==> config.mk <==
export PLATFORM = sky130hd
export DESIGN_NAME = demux_rr_dispatch_flat
export DESIGN_NICKNAME = d
export VERILOG_FILES = /design/src/rtl/demux_rr_dispatch_if.sv /design/src/rtl/demux_rr_dispatch.sv /design/src/flat_wrapper.sv
export SDC_FILE = /design/constraint.sdc
export NUM_CORES = 1
export LEC_CHECK = 0
export CORE_UTILIZATION = 40
export DETAILED_ROUTE_END_ITERATION = 16
export MAX_ROUTING_LAYER = met4
export PLACE_DENSITY = 0.69
export SYNTH_ARGS = -nofsm -noshare
export SYNTH_HDL_FRONTEND = slang
export SYNTH_SLANG_ARGS = --single-unit
==> constraint.sdc <==
create_clock -name clk -period 6.5 [get_ports clk]
set_input_delay 0.65 -clock clk [delete_from_list [all_inputs] [get_ports clk]]
set_output_delay 0.65 -clock clk [all_outputs]
set_load 0.02 [all_outputs]
==> src/rtl/demux_rr_dispatch_if.sv <==
// Word-stream bus between the upstream source, the dispatcher, and the 4-way demux consumers.
// Upstream side: a word moves when in_valid & in_ready are both high at a rising edge.
// Downstream side: a/s stay stable while out_valid is high, and the word moves when ch_ready[s] is high.
interface demux_rr_dispatch_if #(
    parameter int N = 8
);
    logic         in_valid;
    logic [N-1:0] in_data;
    logic         in_ready;
    logic [N-1:0] a;
    logic [1:0]   s;
    logic         out_valid;
    logic [3:0]   ch_ready;

    modport master (
        output in_valid, in_data, ch_ready,
        input  in_ready, a, s, out_valid
    );

    modport slave (
        input  in_valid, in_data, ch_ready,
        output in_ready, a, s, out_valid
    );
endinterface

==> src/rtl/demux_rr_dispatch.sv <==
// Registers an upstream word stream onto the demux a/s inputs.
// Channels are picked round-robin or fixed, and each channel has a saturating delivery counter.
module demux_rr_dispatch #(
    parameter int N  = 8,
    parameter int CW = 8
) (
    input  logic                  clk,
    input  logic                  rst,
    demux_rr_dispatch_if.slave    bus,
    input  logic                  mode_fixed,
    input  logic [1:0]            fixed_sel,
    input  logic                  cnt_clr,
    output logic [CW-1:0]         cnt0,
    output logic [CW-1:0]         cnt1,
    output logic [CW-1:0]         cnt2,
    output logic [CW-1:0]         cnt3
);
    typedef enum logic {EMPTY = 1'b0, HOLD = 1'b1} state_t;

    state_t        state_q, state_d;
    logic [N-1:0]  a_q;
    logic [1:0]    s_q;
    logic [1:0]    ptr_q;
    logic [CW-1:0] cnt_q [4];
    logic          accept;
    logic          load;
    logic          in_ready;

    // out_valid is the state register itself, so the FSM state is visible on the bus
    assign bus.out_valid = (state_q == HOLD);
    assign bus.a         = a_q;
    assign bus.s         = s_q;
    assign bus.in_ready  = in_ready;

    assign accept   = (state_q == HOLD) & bus.ch_ready[s_q];
    assign in_ready = ~rst & ((state_q == EMPTY) | accept);
    assign load     = bus.in_valid & in_ready;

    always_comb begin
        state_d = state_q;
        case (state_q)
            EMPTY: if (load) state_d = HOLD;
            HOLD:  if (accept && !load) state_d = EMPTY;
            default: state_d = EMPTY;
        endcase
    end

    always_ff @(posedge clk) begin
        if (rst) begin
            state_q <= EMPTY;
            a_q     <= '0;
            s_q     <= 2'd0;
            ptr_q   <= 2'd0;
        end else begin
            state_q <= state_d;
            if (load) begin
                a_q <= bus.in_data;
                if (mode_fixed) begin
                    s_q <= fixed_sel;
                end else begin
                    s_q   <= ptr_q;
                    ptr_q <= ptr_q + 2'd1;
                end
            end
        end
    end

    // Clear wins over a same-cycle delivery; that delivery is not counted
    always_ff @(posedge clk) begin
        if (rst || cnt_clr) begin
            for (int k = 0; k < 4; k++) cnt_q[k] <= '0;
        end else if (accept && (cnt_q[s_q] != {CW{1'b1}})) begin
            cnt_q[s_q] <= cnt_q[s_q] + CW'(1);
        end
    end

    assign cnt0 = cnt_q[0];
    assign cnt1 = cnt_q[1];
    assign cnt2 = cnt_q[2];
    assign cnt3 = cnt_q[3];
endmodule

==> src/flat_wrapper.sv <==
// flat-port wrapper written by rule: the top's interface ports become plain ports
module demux_rr_dispatch_flat 
#(
    parameter int N  = 8,
    parameter int CW = 8
)
  (clk, rst, mode_fixed, fixed_sel, cnt_clr, cnt0, cnt1, cnt2, cnt3, bus_in_valid, bus_in_data, bus_ch_ready, bus_in_ready, bus_a, bus_s, bus_out_valid);
  demux_rr_dispatch_if #(.N(N)) bus_i ();
  input  logic clk;
  input  logic rst;
  input  logic mode_fixed;
  input  logic [1:0] fixed_sel;
  input  logic cnt_clr;
  output logic [CW-1:0] cnt0;
  output logic [CW-1:0] cnt1;
  output logic [CW-1:0] cnt2;
  output logic [CW-1:0] cnt3;
  input wire logic [$bits(bus_i.in_valid)-1:0] bus_in_valid;
  input wire logic [$bits(bus_i.in_data)-1:0] bus_in_data;
  input wire logic [$bits(bus_i.ch_ready)-1:0] bus_ch_ready;
  output wire logic [$bits(bus_i.in_ready)-1:0] bus_in_ready;
  output wire logic [$bits(bus_i.a)-1:0] bus_a;
  output wire logic [$bits(bus_i.s)-1:0] bus_s;
  output wire logic [$bits(bus_i.out_valid)-1:0] bus_out_valid;
  assign bus_i.in_valid = bus_in_valid;
  assign bus_i.in_data = bus_in_data;
  assign bus_i.ch_ready = bus_ch_ready;
  assign bus_in_ready = bus_i.in_ready;
  assign bus_a = bus_i.a;
  assign bus_s = bus_i.s;
  assign bus_out_valid = bus_i.out_valid;
  demux_rr_dispatch #(.N(N), .CW(CW)) u_core (.clk(clk), .rst(rst), .bus(bus_i), .mode_fixed(mode_fixed), .fixed_sel(fixed_sel), .cnt_clr(cnt_clr), .cnt0(cnt0), .cnt1(cnt1), .cnt2(cnt2), .cnt3(cnt3));
endmodule
==> run summary <==
Sorting the synthesized cells by how often they occur yields sky130_fd_sc_hd__edfxtp_1, sky130_fd_sc_hd__nand2_1, sky130_fd_sc_hd__nor3_1, sky130_fd_sc_hd__dfxtp_1, sky130_fd_sc_hd__nor2_1. The number of failing setup endpoints in the final timing report came out at 0. For this run, the number of Yosys warnings is 0. The run gives 0.00805 ns as the maximum clock skew at final layout.

For this run, the leading register cell type out of synthesis is sky130_fd_sc_hd__edfxtp_1. The final route contains 1584 vias. For the overall overflow remaining after global route, the log shows 0. The worst setup path is captured at a flop.

The run gives 5 as the number of buffers created by CTS. Max-cap violations in this run came to 0. Entering global routing, the biggest net connects 33 pins. The logs give 0 for the final number of max-transition violations and 679 uW for the overall power.

The worst path arrival time is 3.15 ns. Root buffer cell: sky130_fd_sc_hd__clkbuf_8. The final layout contains routed wiring with a total length of 4.85 mm.

The cts-stage hold buffer count was 0. By instance count, the leading cell after synthesis is sky130_fd_sc_hd__edfxtp_1. In the post-route analysis, the smallest setup slack over all paths is 3.26 ns. The count of filler cells inserted in the layout is 476.

The logs give 0 for the initial antenna violation count and 3.26 ns for the internal reg-to-reg setup slack. Synthesis handed over a netlist of 173 instances. In the routed design, unresolved DRC markers number 0. The worst-case setup slack after placement came out at 3.25 ns. For this configuration, the core starts out at a cell density of 41.9%. The global-route usage over all layers was 19.4%. A synthesized cell averages 12.4 sq um. After synthesis the netlist holds a flip-flop and latch count of 47. The CTS clock-pin slew for the worst setup and hold paths was 0.08 ns; the insertion delay to the later sink of the worst-skew pair was 0.30 ns.

The die is 75.4 microns tall. The via count of the first global-routing pass was 1556. The kind of start point of the critical path was a flop. The netlist uses 32 different library cells. Dividing the detail-routed via count by the number of cells gives 5.18. The run finished with clean final reports. Timing would allow up to 0.309 GHz. The path type of the worst setup path is reg -> reg. The ratio of final minimum period to clock period was 49.9%; the remaining antenna violation count after routing was 0.

Ranked by total cell area, the synthesized netlist is headed by sky130_fd_sc_hd__edfxtp_1, sky130_fd_sc_hd__dfxtp_1, sky130_fd_sc_hd__mux4_2. The first TritonRoute pass finished after 4 iterations. The actual slew at the worst max-slew pin was 1.17 ns; the final weighted congestion in routability-driven placement was 0.798. The floorplan step defined a die boundary enclosing 5680 sq um. The wire length of the first global-routing pass is 7.57 mm. The initialized floorplan defines 26 standard-cell rows. The post-route netlist has 8.47% of its cells at a drive strength greater than 1. The area share of the leading cell type in the synthesized netlist is 44.6%. For the count of pins on the block boundary, the log shows 63. Headroom to the max-slew limit came out at 20.9%. The routed wirelength normalized by instance count is 15.9 microns, and the count of H-tree levels built during CTS is 2. Final net count: 255.

Detailed placement ended at an HPWL of 3.52 mm. The largest vdd supply drop is 0.131 mV, and the number of buffers added for setup after CTS is 0. Counting every sink on the clock net gives 47.

The total negative slack came out at 0 ns. The largest fanout on the critical path works out to 8. The number of failing hold endpoints at the final stage was 0; the area added between synthesis and finish was 35.7%. In this run, the number of DRC markers left after iteration 0 of detailed routing was 75. The horizontal die dimension is 75.4 microns, and the number of flops mapped to enable cells by yosys is 32. The analysis attributes to cell leakage a power of 1.00 nW. For the worst setup path, the data required time is 6.41 ns. Share of synthesized registers carrying an async set or reset: 0%. The path type of the worst min-delay path was reg -> reg.

After clock tree synthesis, the repair step resized 0 gates. Of all cell types, the one taking the most synthesized area is sky130_fd_sc_hd__edfxtp_1. The post-synthesis net count was 193; the count of input and output buffers was 62. Setup repair after global routing left no endpoint under its margin.

The power per cell area was 232 nW/um^2; the post-route cell area was 2920 sq um. The final antenna diode count is 0, and the maximum number of buffers from clock root to sink is 2. The area of the mapped netlist came out at 2150 sq um.

The logs give 2820 sq um for the cell area reported after detailed placement and 58.6% for the share of the yosys chip area belonging to registers. TritonCTS built the clock tree. The minimum clock period after layout was 3.24 ns; the core region area was 5140 sq um.
[registers in the layout, summed over array words and instances (netlist names), named ones only]
name and flops:
u_core.bus.out_valid 1, u_core.bus.s 2, u_core.ptr_q 2, u_core.cnt_q 32
u_core.bus.a 8
[cells by family after synthesis]
logic type	count (synthesis)	synth area share (%)
compound gates	35	11.0
simple gates	61	13.4
xor+xnor	5	2.03
buf+inv	14	3.89
mux	10	10.6
fa+ha+maj	1	0.581
flops	47	58.6
[per-stage QoR]
step	hold WS, ns	util [%]	std cells
after detailed placement	0.446	54.8	298
after floorplan	0.472	-	173
after CTS	0.459	56.9	306
after global placement	0.441	54.8	298
after global routing	0.477	56.9	306
final	0.458	56.9	306
[final cells by class]
type	instances	area, sq um	area share (%)
Sequential cell	47	1260	43.2
Inverter	4	15.0	0.514
Tap cell	70	87.6	3.00
Timing Repair Buffer	65	643	22.0
Clock inverter	3	38.8	1.33
Clock buffer	5	68.8	2.35
Multi-Input combinational cell	112	808	27.7
[worst paths after layout]
kind	start	cells after the start	endpoint
hold reg to reg	u_core.bus.a[3]	2	u_core.bus.a[3]
setup / recovery	flop	5	u_core.cnt_q[1][3]
setup reg to reg	flop	5	u_core.cnt_q[1][3]
hold / removal	u_core.bus.a[3]	2	u_core.bus.a[3]
[critical path: stages (launching register included)]
cell and delay (ns):
sky130_fd_sc_hd__dfxtp_1 0.66, sky130_fd_sc_hd__mux4_1 0.68, sky130_fd_sc_hd__ha_1 0.28, sky130_fd_sc_hd__nand4_2 0.14, sky130_fd_sc_hd__o211ai_1 0.16, sky130_fd_sc_hd__o21ai_0 0.95
[cells in the final DEF (no fill, tap or decap)]
cell type / Yosys / layout
sky130_fd_sc_hd__clkinv_2: 0 / 1
sky130_fd_sc_hd__nand2b_1: 2 / 2
sky130_fd_sc_hd__o31ai_1: 1 / 1
sky130_fd_sc_hd__clkinv_1: 0 / 1
sky130_fd_sc_hd__o2111ai_4: 1 / 1
sky130_fd_sc_hd__xor2_1: 4 / 4
sky130_fd_sc_hd__or4_4: 1 / 1
sky130_fd_sc_hd__inv_1: 4 / 4
sky130_fd_sc_hd__nor3_1: 16 / 16
sky130_fd_sc_hd__clkdlybuf4s50_1: 0 / 62
sky130_fd_sc_hd__nand2_2: 1 / 1
sky130_fd_sc_hd__o21ai_1: 1 / 1
sky130_fd_sc_hd__ha_1: 1 / 1
sky130_fd_sc_hd__or3_1: 2 / 2
sky130_fd_sc_hd__o21a_1: 1 / 1
sky130_fd_sc_hd__nand4_2: 1 / 1
sky130_fd_sc_hd__nor2_1: 14 / 14
sky130_fd_sc_hd__nand3_1: 4 / 4
sky130_fd_sc_hd__o21ai_0: 6 / 6
sky130_fd_sc_hd__mux4_1: 4 / 4
sky130_fd_sc_hd__xnor2_1: 1 / 1
sky130_fd_sc_hd__nor2b_1: 1 / 1
sky130_fd_sc_hd__a21oi_1: 11 / 11
sky130_fd_sc_hd__a211oi_1: 11 / 11
sky130_fd_sc_hd__buf_4: 0 / 3
sky130_fd_sc_hd__bufinv_16: 0 / 1
sky130_fd_sc_hd__o211ai_1: 3 / 3
sky130_fd_sc_hd__dfxtp_1: 15 / 15
sky130_fd_sc_hd__or2_2: 1 / 1
sky130_fd_sc_hd__mux4_2: 5 / 5
sky130_fd_sc_hd__nand2_1: 18 / 18
sky130_fd_sc_hd__mux2i_1: 1 / 1
sky130_fd_sc_hd__clkbuf_8: 0 / 5
sky130_fd_sc_hd__edfxtp_1: 32 / 32
[routing by layer]
metal / share of wire [%] / global-route usage (%) / wire, microns / vias to the layer above
met5: 0 / - / 0 / -
met4: 1.0 / 6.58 / 50 / 0
met3: 4.9 / 3.84 / 238 / 4
met2: 48 / 31.7 / 2350 / 59
met1: 46 / 24.3 / 2210 / 746
li1: - / - / - / 775
[where the power goes]
part           internal [mW]  leakage, nW  switching (mW)
sequential             0.335        0.481          0.0139
clock                  0.113       0.0556          0.0947
combinational         0.0554        0.464          0.0666
total                  0.503         1.00           0.175
(Power assumes the default switching activity.)
